--- src/rtl/pe_weight_loader.sv ---
// Row-weight injection transmitter: packs NUM_COLS serial weight beats into one
// row vector and strobes it into the PE grid for each row of a contiguous range.
module pe_weight_loader #(
  parameter int NUM_ROWS = 12,
  parameter int NUM_COLS = 14,
  parameter int DATA_W   = 16,
  parameter int ROW_ID_W = 4
) (
  input  logic                                  clk,
  input  logic                                  rst,
  input  logic                                  start,
  input  logic [ROW_ID_W-1:0]                   first_row,
  input  logic [ROW_ID_W-1:0]                   num_rows,
  input  logic [DATA_W-1:0]                     w_data,
  input  logic                                  w_valid,
  output logic                                  w_ready,
  output logic [0:NUM_COLS-1][DATA_W-1:0]       row_weight_vals,
  output logic [ROW_ID_W-1:0]                   tag_row,
  output logic                                  valid_y,
  output logic                                  busy,
  output logic                                  done,
  output logic                                  err
);

  localparam int COL_W = (NUM_COLS > 1) ? $clog2(NUM_COLS) : 1;
  localparam logic [COL_W-1:0]    LAST_COL     = COL_W'(NUM_COLS - 1);
  localparam logic [ROW_ID_W:0]   ROW_LIMIT    = (ROW_ID_W + 1)'(NUM_ROWS);

  localparam logic [1:0] ST_IDLE   = 2'd0;
  localparam logic [1:0] ST_FILL   = 2'd1;
  localparam logic [1:0] ST_ISSUE  = 2'd2;
  localparam logic [1:0] ST_FINISH = 2'd3;

  logic [1:0]                        state;
  logic [1:0]                        state_next;
  logic [COL_W-1:0]                  col;
  logic [ROW_ID_W-1:0]               row_ptr;
  logic [ROW_ID_W-1:0]               rows_left;
  logic [0:NUM_COLS-1][DATA_W-1:0]   shadow;
  logic [0:NUM_COLS-1][DATA_W-1:0]   issue_vec;
  logic [ROW_ID_W:0]                 row_end;
  logic                              beat_acc;
  logic                              last_beat;
  logic                              start_idle;
  logic                              job_zero;
  logic                              job_bad;

  // w_ready is a registered copy of (state == ST_FILL), so it doubles as the accept qualifier
  assign beat_acc   = w_valid && w_ready;
  assign last_beat  = beat_acc && (col == LAST_COL);
  assign start_idle = start && (state == ST_IDLE);
  assign row_end    = {1'b0, first_row} + {1'b0, num_rows};
  assign job_zero   = (num_rows == '0);
  assign job_bad    = (row_end > ROW_LIMIT) || ({1'b0, first_row} >= ROW_LIMIT);

  // The final beat bypasses the shadow so the vector is issued the cycle after it is accepted
  always_comb begin
    issue_vec      = shadow;
    issue_vec[col] = w_data;
  end

  always_comb begin
    state_next = state;
    case (state)
      ST_IDLE:   if (start && !job_zero && !job_bad) state_next = ST_FILL;
      ST_FILL:   if (last_beat) state_next = ST_ISSUE;
      ST_ISSUE:  state_next = (rows_left == ROW_ID_W'(1)) ? ST_FINISH : ST_FILL;
      ST_FINISH: state_next = ST_IDLE;
      default:   state_next = ST_IDLE;
    endcase
  end

  always_ff @(posedge clk) begin
    if (rst) begin
      state           <= ST_IDLE;
      w_ready         <= 1'b0;
      busy            <= 1'b0;
      valid_y         <= 1'b0;
      done            <= 1'b0;
      err             <= 1'b0;
      col             <= '0;
      row_ptr         <= '0;
      rows_left       <= '0;
      shadow          <= '0;
      row_weight_vals <= '0;
      tag_row         <= '0;
    end else begin
      state   <= state_next;
      w_ready <= (state_next == ST_FILL);
      busy    <= (state_next != ST_IDLE);
      valid_y <= last_beat;
      done    <= (state_next == ST_FINISH) || (start_idle && job_zero);
      err     <= start_idle && !job_zero && job_bad;

      if (start_idle && !job_zero && !job_bad) begin
        row_ptr   <= first_row;
        rows_left <= num_rows;
      end

      if (beat_acc) begin
        shadow[col] <= w_data;
        col         <= last_beat ? '0 : col + COL_W'(1);
      end

      if (last_beat) begin
        row_weight_vals <= issue_vec;
        tag_row         <= row_ptr;
      end

      if (state == ST_ISSUE) begin
        row_ptr   <= row_ptr + ROW_ID_W'(1);
        rows_left <= rows_left - ROW_ID_W'(1);
      end
    end
  end

endmodule

--- config.mk ---
export PLATFORM = sky130hd
export DESIGN_NAME = pe_weight_loader
export DESIGN_NICKNAME = d
export VERILOG_FILES = /design/src/rtl/pe_weight_loader.sv
export SDC_FILE = /design/constraint.sdc
export NUM_CORES = 1
export LEC_CHECK = 0
export BUFFER_PORTS_ARGS = -buffer_cell sky130_fd_sc_hd__buf_4
export CAP_MARGIN = 20
export CELL_PAD_IN_SITES_DETAIL_PLACEMENT = 1
export CELL_PAD_IN_SITES_GLOBAL_PLACEMENT = 2
export CORE_MARGIN = 2
export CORE_UTILIZATION = 36
export DETAILED_ROUTE_END_ITERATION = 10
export PLACE_DENSITY = 0.88
export SYNTH_ARGS = -nofsm -noshare
export SYNTH_HDL_FRONTEND = slang
export SYNTH_SLANG_ARGS = --single-unit
--- constraint.sdc ---
create_clock -name clk -period 4.05 [get_ports clk]
set_input_delay 0.6075 -clock clk [delete_from_list [all_inputs] [get_ports clk]]
set_output_delay 0.6075 -clock clk [all_outputs]
set_load 0.01 [all_outputs]
# [After elaboration in Yosys (flattened, before gate mapping)]
# Index checks and enable logic that the tools add are counted.
[word_totals] romBits=0 input_bits=28 wordCells=84 latch_bits=0 ramBits=0 out_inout_bits=233 mem_count=0 register_bits=471
[classes] n_shift=0 bitwise_logic=1 n_eq_ne=7 n_div=0 multipliers=0 reduce_logical=18 add_sub_neg=4 n_lt_le_gt_ge=4 n_mux=12
[op_table] op="$bwmux 224" n=1
[op_table] op="$demux 16 s4" n=1
[op_table] op="$mux 4" n=5
[op_table] op="$mux 16" n=1
[op_table] op="$logic_and 1x1->1" n=10
[op_table] op="$add 4x1->4 const B" n=2
[op_table] op="$pmux 2 s4" n=1
[op_table] op="$eq 2x2->1 const B" n=3
[op_table] op="$mux 2" n=3
[op_table] op="$add 4x4->5" n=1
[op_table] op="$ge 5x5->1 const B" n=1
[op_table] op="$gt 5x4->1 const B" n=1
[op_table] op="$lt 5x1->1 const B" n=1
[op_table] op="$not 4->5" n=1
[op_table] op="$eq 2x1->1 const B" n=2
[op_table] op="$eq 4x1->1 const B" n=1
[op_table] op="$eq 4x4->1 const B" n=1
[op_table] op="$ge 4x4->1 const B" n=1
[op_table] op="$logic_not 4->1" n=1
[op_table] op="$reduce_bool 2->1" n=2
[op_table] op="$sub 4x1->4 const B" n=1
[op_table] op="$logic_not 1->1" n=2
[op_table] op="$logic_not 2->1" n=1
[op_table] op="$logic_or 1x1->1" n=2

# [Longest topological paths before layout]
# Gate-level depths: netlist of the first run.
[logic_depth] ltp_word=9 depth_mapped=9 mapped_depth_nobuf=8

# [Least setup slack after synthesis of the first run]
# Ideal clock, no wire load.
[synth_timing] path_kind="in2reg" from="input first_row[0]" to="register row_ptr[2]" slack_ns=1.294 t_required_ns=3.922 arrival_ns=2.628 setup_time_ns=0.128 path_stages=9 path_buffers=1 cell_sequence="ha_1 inv_1 fa_1 and2b_2 or4_4 and3_1 clkbuf_1 a211oi_1 a211oi_1"
[synth_via] elab_chain_cells=6 elab_cells_between_ends=7 classes_between="1 x add/sub; 2 x order compare; 4 x reduce/logical"
[synth_lines] element="from (decl)" line_no="12" text="input logic [ROW_ID_W-1:0] first_row,"
[synth_lines] element="$add 4x4->5" line_no="52" text="assign row_end = {1'b0, first_row} + {1'b0, num_rows};"
[synth_lines] element="$gt 5x4->1" line_no="54" text="assign job_bad = (row_end > ROW_LIMIT) || ({1'b0, first_row} >= ROW_LIMIT);"
[synth_lines] element="$logic_or 1x1->1 *" line_no="54"
[synth_lines] element="$logic_not 1->1 *" line_no="95" text="if (start_idle && !job_zero && !job_bad) begin"
[synth_lines] element="$logic_and 1x1->1 *" line_no="95"
[synth_lines] element="$reduce_bool 2->1 (no line) *"
[synth_lines] element="to (signal assigned)" line_no="96" text="row_ptr <= first_row;"
[synth_lines] element="to (signal assigned)" line_no="111" text="row_ptr <= row_ptr + ROW_ID_W'(1);"
[synth_lines] element="to (decl)" line_no="37" text="logic [ROW_ID_W-1:0] row_ptr;"
# Mark *: on every way between the ends. The rest lies on a longest branch, timed or not.
# A chain may end at the register's enable or synchronous reset.

# [Worst setup path after layout of the first run]
[layout_timing] from="register col[3]" to="register shadow[68] (netlist bit)"
[layout_via] elab_chain_cells=6 elab_cells_between_ends=7 classes_between="2 x order compare; 3 x mux; 1 x bitwise; 1 x reduce/logical"
[layout_lines] element="from (decl)" line_no="36" text="logic [COL_W-1:0] col;"
[layout_lines] element="from (signal assigned)" line_no="102" text="col <= last_beat ? '0 : col + COL_W'(1);"
[layout_lines] element="$not 4->5 (implied by the code) *" line_no="101" text="shadow[col] <= w_data;"
[layout_lines] element="$ge 5x5->1 (implied by the code) or $lt 5x1->1 (tied branches)" line_no="101"
[layout_lines] element="$logic_and 1x1->1 (implied by the code)" line_no="101"
[layout_lines] element="$mux 16 (implied by the code)" line_no="101"
[layout_lines] element="$demux 16 s4 *" line_no="101"
[layout_lines] element="$bwmux 224 *" line_no="101"
[layout_lines] element="to (signal, indexed assignment)" line_no="101"
[layout_lines] element="to (decl)" line_no="39" text="logic [0:NUM_COLS-1][DATA_W-1:0] shadow;"
# Marked as above.

==> results of run 1 <==
where the power goes:
part / switching, W / internal, W
Combinational: 0.000318 / 0.000104
Clock: 0.00190 / 0.00271
Sequential: 0.0000224 / 0.00449
Total: 0.00224 / 0.00731
sequential cells by signal (all words and copies together) (netlist names):
signal	flops
row_weight_vals	224
shadow	208
col	4
row_ptr	4
rows_left	4
tag_row	4
state	2
busy	1
done	1
err	1
valid_y	1
w_ready	1
worst min-delay path by stage:
stage,end,slack (ns),cells after the start
finish,row_ptr[0],0.33,3
global placement,shadow[177],0.44,2
detailed placement,shadow[203],0.45,2
CTS,row_ptr[0],0.29,3
floorplan,shadow[160],0.44,2
global route,row_ptr[3],0.32,3
metrics by stage:
stage | util (%) | area (µm²)
after CTS | 44.20 | 22270
after global routing | 44.25 | 22290
after detailed placement | 40.92 | 20610
final | 44.25 | 22290
after floorplan | - | 18420
after global placement | 40.92 | 20610
cells by family (layout without fill, tap and decap cells):
family	count (synthesis)	count (layout)	synth area share, %
AND/OR/NAND/NOR	1024	1024	22.57
AO/OA/AOI/OAI	479	479	17.12
flip-flops	455	455	49.46
buffers and inverters	248	395	5.503
multiplexers	80	80	4.348
adder cells (fa/ha/maj)	12	12	0.8560
XOR/XNOR	3	3	0.1427
final cells by class:
type                       instances  share of cell area [%]
clock buffer                      74                   6.606
clock inverter                    18                  0.8138
inverter                          10                  0.1684
multi-input combinational       1598                   37.30
sequential                       455                   40.86
tap                              672                   3.772
timing repair buffer             293                   10.48
routing by layer:
layer / share of wire, % / track usage, % / vias to the layer above
li1: - / - / 8095
met1: 44 / 30.30 / 8364
met2: 50 / 41.76 / 356
met3: 3.8 / 3.212 / 85
met4: 2.2 / 6.593 / 0
met5: 0 / 0 / -
worst max-delay path, stage by stage, from the launching register on:
cell and delay [ns]:
dfxtp_1 0.46, nor2b_4 0.48, buf_4 0.46, nand2_1 0.47
nor2_2 0.67, nand2_1 0.14, a21oi_1 0.17
synthesized netlist by cell type, drive strengths merged, types with 4 or more instances:
| library cell | instances |
|---|---|
| a211oi | 85 |
| a21oi | 241 |
| a311oi | 128 |
| a31oi | 8 |
| and2 | 6 |
| and3 | 8 |
| buf | 64 |
| clkbuf | 174 |
| dfxtp | 455 |
| ha | 11 |
| inv | 9 |
| mux2i | 80 |
| nand2 | 607 |
| nand3 | 142 |
| nand4 | 6 |
| nor2 | 231 |
| nor2b | 4 |
| nor3 | 9 |
| o211ai | 5 |
==> flow_summary.yaml, run 1 <==
cts:
  ctsResizeCount: 0
  ctsHoldBuffers: 0
  cts_tree: "built"
  cts_buffers: 51
  clk_latency_ns: 0.60
  clock_path_buffers: 3
  htree_levels: 2
  cts_root_buf: "clkbuf_16"
  cts.sinks: 455
  path_clk_slew_ns: 0.06
  post-cts-setup-buffers: 0
worst_setup_path:
  cp.arrival_ns: 3.44
  r2r-end: "shadow[68]"
  path_max_fanout: 35
  rrSetupSlack_ns: 1.11
  r2r_start: "col[3]"
  critPathCapture: "shadow[68]"
  path_class: "flip-flop to flip-flop"
  ff2ff_path_depth: 6
  cp-startpoint: "col[3]"
  end_kind: "flip-flop"
  start_kind: "flip-flop"
  required_ns: 4.55
yosys:
  synthCells: 2301
  ys_seq_area_share_pct: 49.46
  syn_nets: 2341
  synth.ff_latch_count: 455
  synth_edf_count: 0
  synthFlopType: "dfxtp_1"
  yosys-top-cells-area: "dfxtp_1, nand2_1, a21oi_1"
  ys_types: 45
  synth.avg_cell_area_um2: 8.004
  syn_area_um2: 18420
  yosys.area.top_type_share_pct: 49.46
  ys_async_sr_fraction_pct: 0
  yosysTopAreaCell: "dfxtp_1"
  synth_warnings: 0
global_route:
  overflow: 0
  antenna_found_initial: 0
  grt_pass1_vias: 17350
  grt_max_degree: 111
  track_usage_pct: 23.74
  grt_pass1_wl_mm: 99.96
finish:
  diodes: 0
  layout_common_cells: "nand2_1, dfxtp_1, buf_4, a21oi_1, nor2_1"
  fillers: 6002
  final_common_cell: "nand2_1"
  num-nets-final: 2449
  syn2layout_area_growth_pct: 21.04
  fin_cells: 3120
  ff_latch_area_um2: 9109
  multi_input_area_um2: 8315
  drive_gt1_share_pct: 15.85
die:
  coreArea_um2: 50380
  start_util_pct: 36.56
  rows: 82
  ios: 261
  dieArea_um2: 52990
  die_h_um: 230.2
  dieWidth_um: 230.2
sta:
  finalHoldViolCount: 0
  rsz0062_at_grt: "no"
  slew_headroom_pct: 29.57
  fin_crit_ns: 2.937
  whs_ns: 0.3315
  period_share_pct: 72.53
  slew_viol_final: 0
  skew_ns: 0.02084
  setup_tns_ns: 0
  fin_ws_ns: 1.113
  tightest_slew_ns: 1.053
  max_freq_mhz: 340.4
  setup_viol: 0
routing:
  drt-total-wl_mm: 63.87
  via_count: 16900
  post-route-drc-count: 0
  avgRoutedWirePerCell_um: 20.47
  drt_iter0_drc: 1252
  ant_nets: 0
  viasPerCell: 5.417
  drt_pass1_iterations: 5
place:
  dpl.hpwl_mm: 38.66
  dp.cells: 3025
  io_buffers: 260
  place_congestion: 0.7877
  place_ws_ns: 0.9649
worst_hold_path:
  min_path_type: "input port to flip-flop"
  min-delay-start: "first_row[0]"
run:
  cap_violations: 0
pwr:
  peakVddDrop_mv: 0.2813
  p_total_w: 0.009546
  p_per_area_nw_per_um2: 428.2
  total_leakage_power_nw: 7.492
status:
  status: "completed"
No activity file was read; power rests on OpenSTA's default activity.
==> run 2: changes to the inputs <==
--- a/config.mk
+++ b/config.mk
@@ -5,14 +5,15 @@
 export SDC_FILE = /design/constraint.sdc
 export NUM_CORES = 1
 export LEC_CHECK = 0
+export ABC_AREA = 1
 export BUFFER_PORTS_ARGS = -buffer_cell sky130_fd_sc_hd__buf_4
 export CAP_MARGIN = 20
 export CELL_PAD_IN_SITES_DETAIL_PLACEMENT = 1
 export CELL_PAD_IN_SITES_GLOBAL_PLACEMENT = 2
 export CORE_MARGIN = 2
-export CORE_UTILIZATION = 36
+export CORE_UTILIZATION = 32
 export DETAILED_ROUTE_END_ITERATION = 10
-export PLACE_DENSITY = 0.88
+export PLACE_DENSITY = 0.83
 export SYNTH_ARGS = -nofsm -noshare
 export SYNTH_HDL_FRONTEND = slang
 export SYNTH_SLANG_ARGS = --single-unit
==> constraint.sdc (replaced) <==
create_clock -name clk -period 3 [get_ports clk]
set_input_delay 0.45 -clock clk [delete_from_list [all_inputs] [get_ports clk]]
set_output_delay 0.45 -clock clk [all_outputs]
set_load 0.01 [all_outputs]
==> run 2 against run 1 <==
Effect of this change: critical path depth up 1; total power up 47%; via count up 4.5%; largest cell class unchanged.
==> flow_summary.yaml, run 2 <==
status:
  status: "completed"
yosys:
  synth_edf_count: 0
  ys_types: 28
  ys_async_sr_fraction_pct: 0
  yosysMostFrequentCell: "nand2_1"
  ys_seq_area_share_pct: 48.82
  synthCells: 2598
  synthFlopType: "dfxtp_1"
  yosys-top-cells-area: "dfxtp_1, nand2_1, o21ai_0"
  yosys.area.top_type_share_pct: 48.82
  synth.avg_cell_area_um2: 7.182
  synth_warnings: 0
  syn_area_um2: 18660
  yosysTopAreaCell: "dfxtp_1"
  syn_nets: 2638
  synth_commonest_cells: "nand2_1, dfxtp_1, o21ai_0"
  synth.ff_latch_count: 455
sta:
  skew_ns: 0.01277
  finalHoldViolCount: 0
  fin_crit_ns: 2.409
  slew_headroom_pct: 11.32
  slew_viol_final: 0
  tightest_slew_ns: 1.330
  fin_ws_ns: 0.5911
  period_share_pct: 80.30
  setup_tns_ns: 0
  rsz0062_at_grt: "no"
  max_freq_mhz: 415.1
  setup_viol: 0
finish:
  num-nets-final: 2777
  largest_register: "row_weight_vals"
  final_common_cell: "nand2_1"
  diodes: 0
  fin_cells: 3544
  layout_common_cells: "nand2_1, dfxtp_1, o21ai_0, nor2_1, inv_1"
  final_core_util_pct: 39.73
  drive_gt1_share_pct: 14.14
  postLayoutCellArea_um2: 22920
  largest_reg_flops: 224
  largestRegisters: "row_weight_vals (224), shadow (208)"
  syn2layout_area_growth_pct: 22.85
cts:
  cts.sinks: 455
  post-cts-setup-buffers: 0
  ctsResizeCount: 0
  cts_root_buf: "clkbuf_16"
  cts_tree: "built"
  clk_latency_ns: 0.59
  path_clk_slew_ns: 0.06
  cts_buffers: 51
  clock_path_buffers: 3
  ctsHoldBuffers: 0
  htree_levels: 2
routing:
  viasPerCell: 4.982
  via_count: 17660
  ant_nets: 0
  drt_iter0_drc: 963
  avgRoutedWirePerCell_um: 18.30
  post-route-drc-count: 0
  drt_pass1_iterations: 5
  drt-total-wl_mm: 64.85
global_route:
  track_usage_pct: 21.15
  grt_max_degree: 240
  antenna_found_initial: 2
  grt_pass1_wl_mm: 101.1
  grt_pass1_vias: 18110
  overflow: 0
pwr:
  total_leakage_power_nw: 10.96
  p_per_area_nw_per_um2: 610.4
  peakVddDrop_mv: 0.3693
place:
  io_buffers: 260
  dpl_cell_area_um2: 21120
  place_congestion: 0.7480
  dpl.hpwl_mm: 39.91
  dp.cells: 3449
  place_ws_ns: 0.5884
worst_setup_path:
  path_common_cell: "nand2_1"
  max_stage_delay_ns: 0.81
  required_ns: 3.47
  cp_slowest_cell: "buf_12"
  path_class: "flip-flop to flip-flop"
  path_max_fanout: 233
  cp.arrival_ns: 2.88
  start_kind: "flip-flop"
  end_kind: "flip-flop"
  crit_chain: "inv_1 > ha_1 > nand4_4 > buf_12 > o21ai_0 > nand2_1 > nand2_1"
die:
  die_h_um: 245.5
  ios: 261
  coreArea_um2: 57700
  start_util_pct: 32.34
  rows: 88
  dieWidth_um: 245.5
  dieArea_um2: 60250
worst_hold_path:
  min_path_type: "input port to flip-flop"
run:
  cap_violations: 0
run 2: cell types whose count changed in the layout (fill, tap and decap cells not counted), moves of 30 or more:
cell | previous run | this run
o211ai_1 | 5 | 102
mux2i_1 | 80 | 0
a211oi_1 | 85 | 0
nand2_1 | 607 | 502
o21ai_1 | 0 | 30
inv_1 | 9 | 294
nor2_1 | 225 | 298
a21oi_1 | 241 | 79
a311oi_1 | 128 | 0
nand3_1 | 142 | 249
o21ai_0 | 2 | 348
run 2: path summary, 6_finish.rpt:
check / startpoint / endpoint / slack (ns) / cells after the start
hold / removal: start / done / 0.16 / 3
setup reg to reg: col[1] / busy / 0.59 / 7
hold reg to reg: row_weight_vals[31] / row_weight_vals[31] / 0.48 / 2
setup / recovery: col[1] / busy / 0.59 / 7
run 2: area by class of cell:
cell class / count / area [µm²]
clock inverters: 14 / 175.2
flip-flops and latches: 455 / 9109
well taps: 765 / 957.2
fillers: 7097 / 34770
multi-input cells: 1637 / 7604
clock buffers: 81 / 1622
repair buffers: 294 / 2320
inverters: 298 / 1135
run 2: metal layers:
layer / GRT usage [%] / part of all wire (%)
met5: 0 / 0.020
met4: 5.169 / 1.7
met3: 2.837 / 3.8
met2: 36.46 / 48
met1: 27.87 / 46
run 2: metrics by stage:
stage / hold WS, ns / total power [W]
global route: 0.1576 / 0.01458
detailed placement: 0.4659 / 0.007466
CTS: 0.1238 / 0.01416
finish: 0.1577 / 0.01399
global placement: 0.4637 / 0.007397
floorplan: 0.4639 / 0.007112
run 2: cell families (layout without fill, tap and decap cells):
group                      count (synthesis)  after routing  share of synthesized area [%]
xor gates and xnor gates                   1              1                        0.04695
DFF                                      455            455                          48.82
AOI/OAI and AO/OA                        562            562                          16.48
and+or+nand+nor                         1062           1062                          23.24
buffers and inverters                    506            687                          10.57
adders and majority gates                 12             12                         0.8450
run 2: critical path, delay by kind of cell, from the launching register on:
family	cells	cell delay, ns
simple gates	3	0.38
flops	1	0.41
fa+ha+maj	1	0.26
buf+inv	2	0.89
compound gates	1	0.30
run 2: power breakdown:
group | leakage [nW] | switching (W) | internal (W)
clock | 0.888 | 0.00262 | 0.00403
combinational | 6.39 | 0.000690 | 0.000314
sequential | 3.68 | 0.000102 | 0.00623
total | 11.0 | 0.00341 | 0.0106
==> run 3: changes to the inputs <==
==> constraint.sdc (replaced) <==
create_clock -name clk -period 2.25 [get_ports clk]
set_input_delay 0.3375 -clock clk [delete_from_list [all_inputs] [get_ports clk]]
set_output_delay 0.3375 -clock clk [all_outputs]
set_load 0.01 [all_outputs]
==> run 3 against run 2 <==
Effect of this change: clock power rose by 24%; worst hold slack got worse by 0.11 ns; flip-flop and latch count unchanged; total power is 29% higher; first-iteration DRC count rose by 4.4%; critical path depth stayed put; critical endpoint is now row_weight_vals[74]; clock skew grew 0.0063 ns; design area rose by 0.68%; register-to-register slack worse by 0.41 ns; fmax grew 17%; global-route usage is essentially flat.
==> flow_summary.yaml, run 3 (same netlist as run 2, synthesis figures left out) <==
worst_hold_path:
  min_path_type: "input port to flip-flop"
  min-delay-start: "start"
  whs_path_depth: 3
  min_to: "done"
routing:
  viasPerCell: 5.026
  via_count: 17930
  drt-total-wl_mm: 65.43
  drt_iter0_drc: 1005
  drt_pass1_iterations: 5
  top_layer: "met5"
  avgRoutedWirePerCell_um: 18.34
  ant_nets: 0
  met2_length_mm: 31.19
  wl_met3_mm: 2.789
  wl_met1_mm: 29.72
  post-route-drc-count: 0
cts:
  htree_levels: 2
  path_clk_slew_ns: 0.06
  cts_root_buf: "clkbuf_16"
  clock_path_buffers: 3
  cts.sinks: 455
  cts_tree: "built"
  cts_buffers: 51
  ctsHoldBuffers: 0
  clk_latency_ns: 0.60
pwr:
  pwr-share-seq_pct: 46.8
  switching_share_pct: 24.94
  pwr-share-clk_pct: 45.7
  power.switching_w: 0.004498
  p_int_w: 0.01354
  total_leakage_power_nw: 11.02
  p_comb_share_pct: 7.5
  p_per_area_nw_per_um2: 781.5
  peakVddDrop_mv: 0.5276
die:
  die_h_um: 245.5
  dieWidth_um: 245.5
  coreArea_um2: 57700
  ios: 261
  rows: 88
  dieArea_um2: 60250
  start_util_pct: 32.34
finish:
  largestRegisters: "row_weight_vals (224), shadow (208)"
  drive_gt1_share_pct: 14.92
  fillers: 7153
  largest_reg_flops: 224
  ff_latch_area_um2: 9109
  final_core_util_pct: 40.00
  num-nets-final: 2803
  postLayoutCellArea_um2: 23080
  layout_common_cells: "nand2_1, dfxtp_1, o21ai_0, buf_4, nor2_1"
  multi_input_area_um2: 7611
  diodes: 0
  largest_register: "row_weight_vals"
  final_common_cell: "nand2_1"
  syn2layout_area_growth_pct: 23.69
sta:
  setup_viol: 0
  slew_headroom_pct: 32.79
  max_freq_mhz: 484.0
  rsz0062_at_grt: "no"
  setup_tns_ns: 0
  slew_viol_final: 0
  fin_crit_ns: 2.066
  skew_ns: 0.01907
  finalHoldViolCount: 0
  tightest_slew_ns: 1.008
  period_share_pct: 91.83
  whs_ns: 0.05157
worst_setup_path:
  critical_path_buf_inv_count: 3
  required_ns: 2.79
  ff2ff_path_depth: 7
  max_stage_delay_ns: 0.47
  path_class: "flip-flop to flip-flop"
  path_max_fanout: 72
  end_kind: "flip-flop"
  cp.arrival_ns: 2.60
  cp-startpoint: "col[1]"
  critPathTopFamily: "buffers and inverters"
  start_kind: "flip-flop"
  rrSetupSlack_ns: 0.18
  r2r_start: "col[1]"
  cp_slowest_cell: "buf_4"
  r2r-end: "row_weight_vals[74]"
  crit_chain: "inv_1 > ha_1 > nand4_4 > buf_12 > buf_4 > nand3_1 > nand2_1"
global_route:
  track_usage_pct: 21.12
  overflow: 0
  grt_max_degree: 127
  grt_pass1_wl_mm: 101.1
  grt_pass1_vias: 18290
  antenna_found_initial: 2
place:
  io_buffers: 260
  dpl.hpwl_mm: 40.36
  dpl_cell_area_um2: 21340
  place_congestion: 0.7592
run:
  cap_violations: 0
status:
  status: "completed"
==> run 3: worst reg2reg max path, cell delays in order, from the launching register on <==
cell	delay, ns
dfxtp_1	0.40
inv_1	0.09
ha_1	0.25
nand4_4	0.14
buf_12	0.34
buf_4	0.49
nand3_1	0.18
nand2_1	0.11
==> run 3: area by class of cell <==
class / count / area share, %
clock buffer: 76 / 6.457
clock inverter: 16 / 0.6452
inverter: 298 / 4.966
multi-input combinational: 1637 / 32.98
sequential: 455 / 39.47
tap: 765 / 4.148
timing repair buffer: 317 / 11.23
timing repair inverter: 3 / 0.09759
==> run 3: how the worst max path moves through the flow <==
stage / end / slack (ns) / cells after the start
detailed placement: row_ptr[1] / -0.03 / 13
global route: row_weight_vals[6] / 0.02 / 7
CTS: shadow[70] / 0.008 / 8
floorplan: row_ptr[1] / 0.38 / 12
finish: row_weight_vals[74] / 0.18 / 7
global placement: row_ptr[1] / 0.12 / 13
==> run 3: routing by layer <==
| layer | vias up | GRT usage [%] |
|---|---|---|
| li1 | 8675 | - |
| met1 | 8831 | 27.18 |
| met2 | 329 | 36.36 |
| met3 | 92 | 3.340 |
| met4 | 2 | 6.150 |
| met5 | - | 0 |
==> run 3: repair_timing <==
item,CTS,global route
endpoints found under the hold margin,0,0
resized for setup,0,9
buffers inserted,0,7
setup endpoints to repair,0,76
==> run 3: metrics by stage <==
stage,power (W),setup slack (ns),instances
3_3_place_gp,0.009887,0.1242,3465
6_report,0.01803,0.1837,3567
2_1_floorplan,0.009483,0.3841,2598
4_1_cts,0.01828,0.007800,3557
3_5_place_dp,0.009978,-0.02773,3465
5_1_grt,0.01878,0.01891,3567
==> run 3: power by group through the flow <==
stage / logic (W) / clock network [W] / registers [W]
floorplan: 0.000903 / 0 / 0.00858
global placement: 0.00129 / 0 / 0.00859
detailed placement: 0.00136 / 0 / 0.00861
CTS: 0.00137 / 0.00847 / 0.00844
global route: 0.00155 / 0.00877 / 0.00846
finish: 0.00136 / 0.00824 / 0.00844
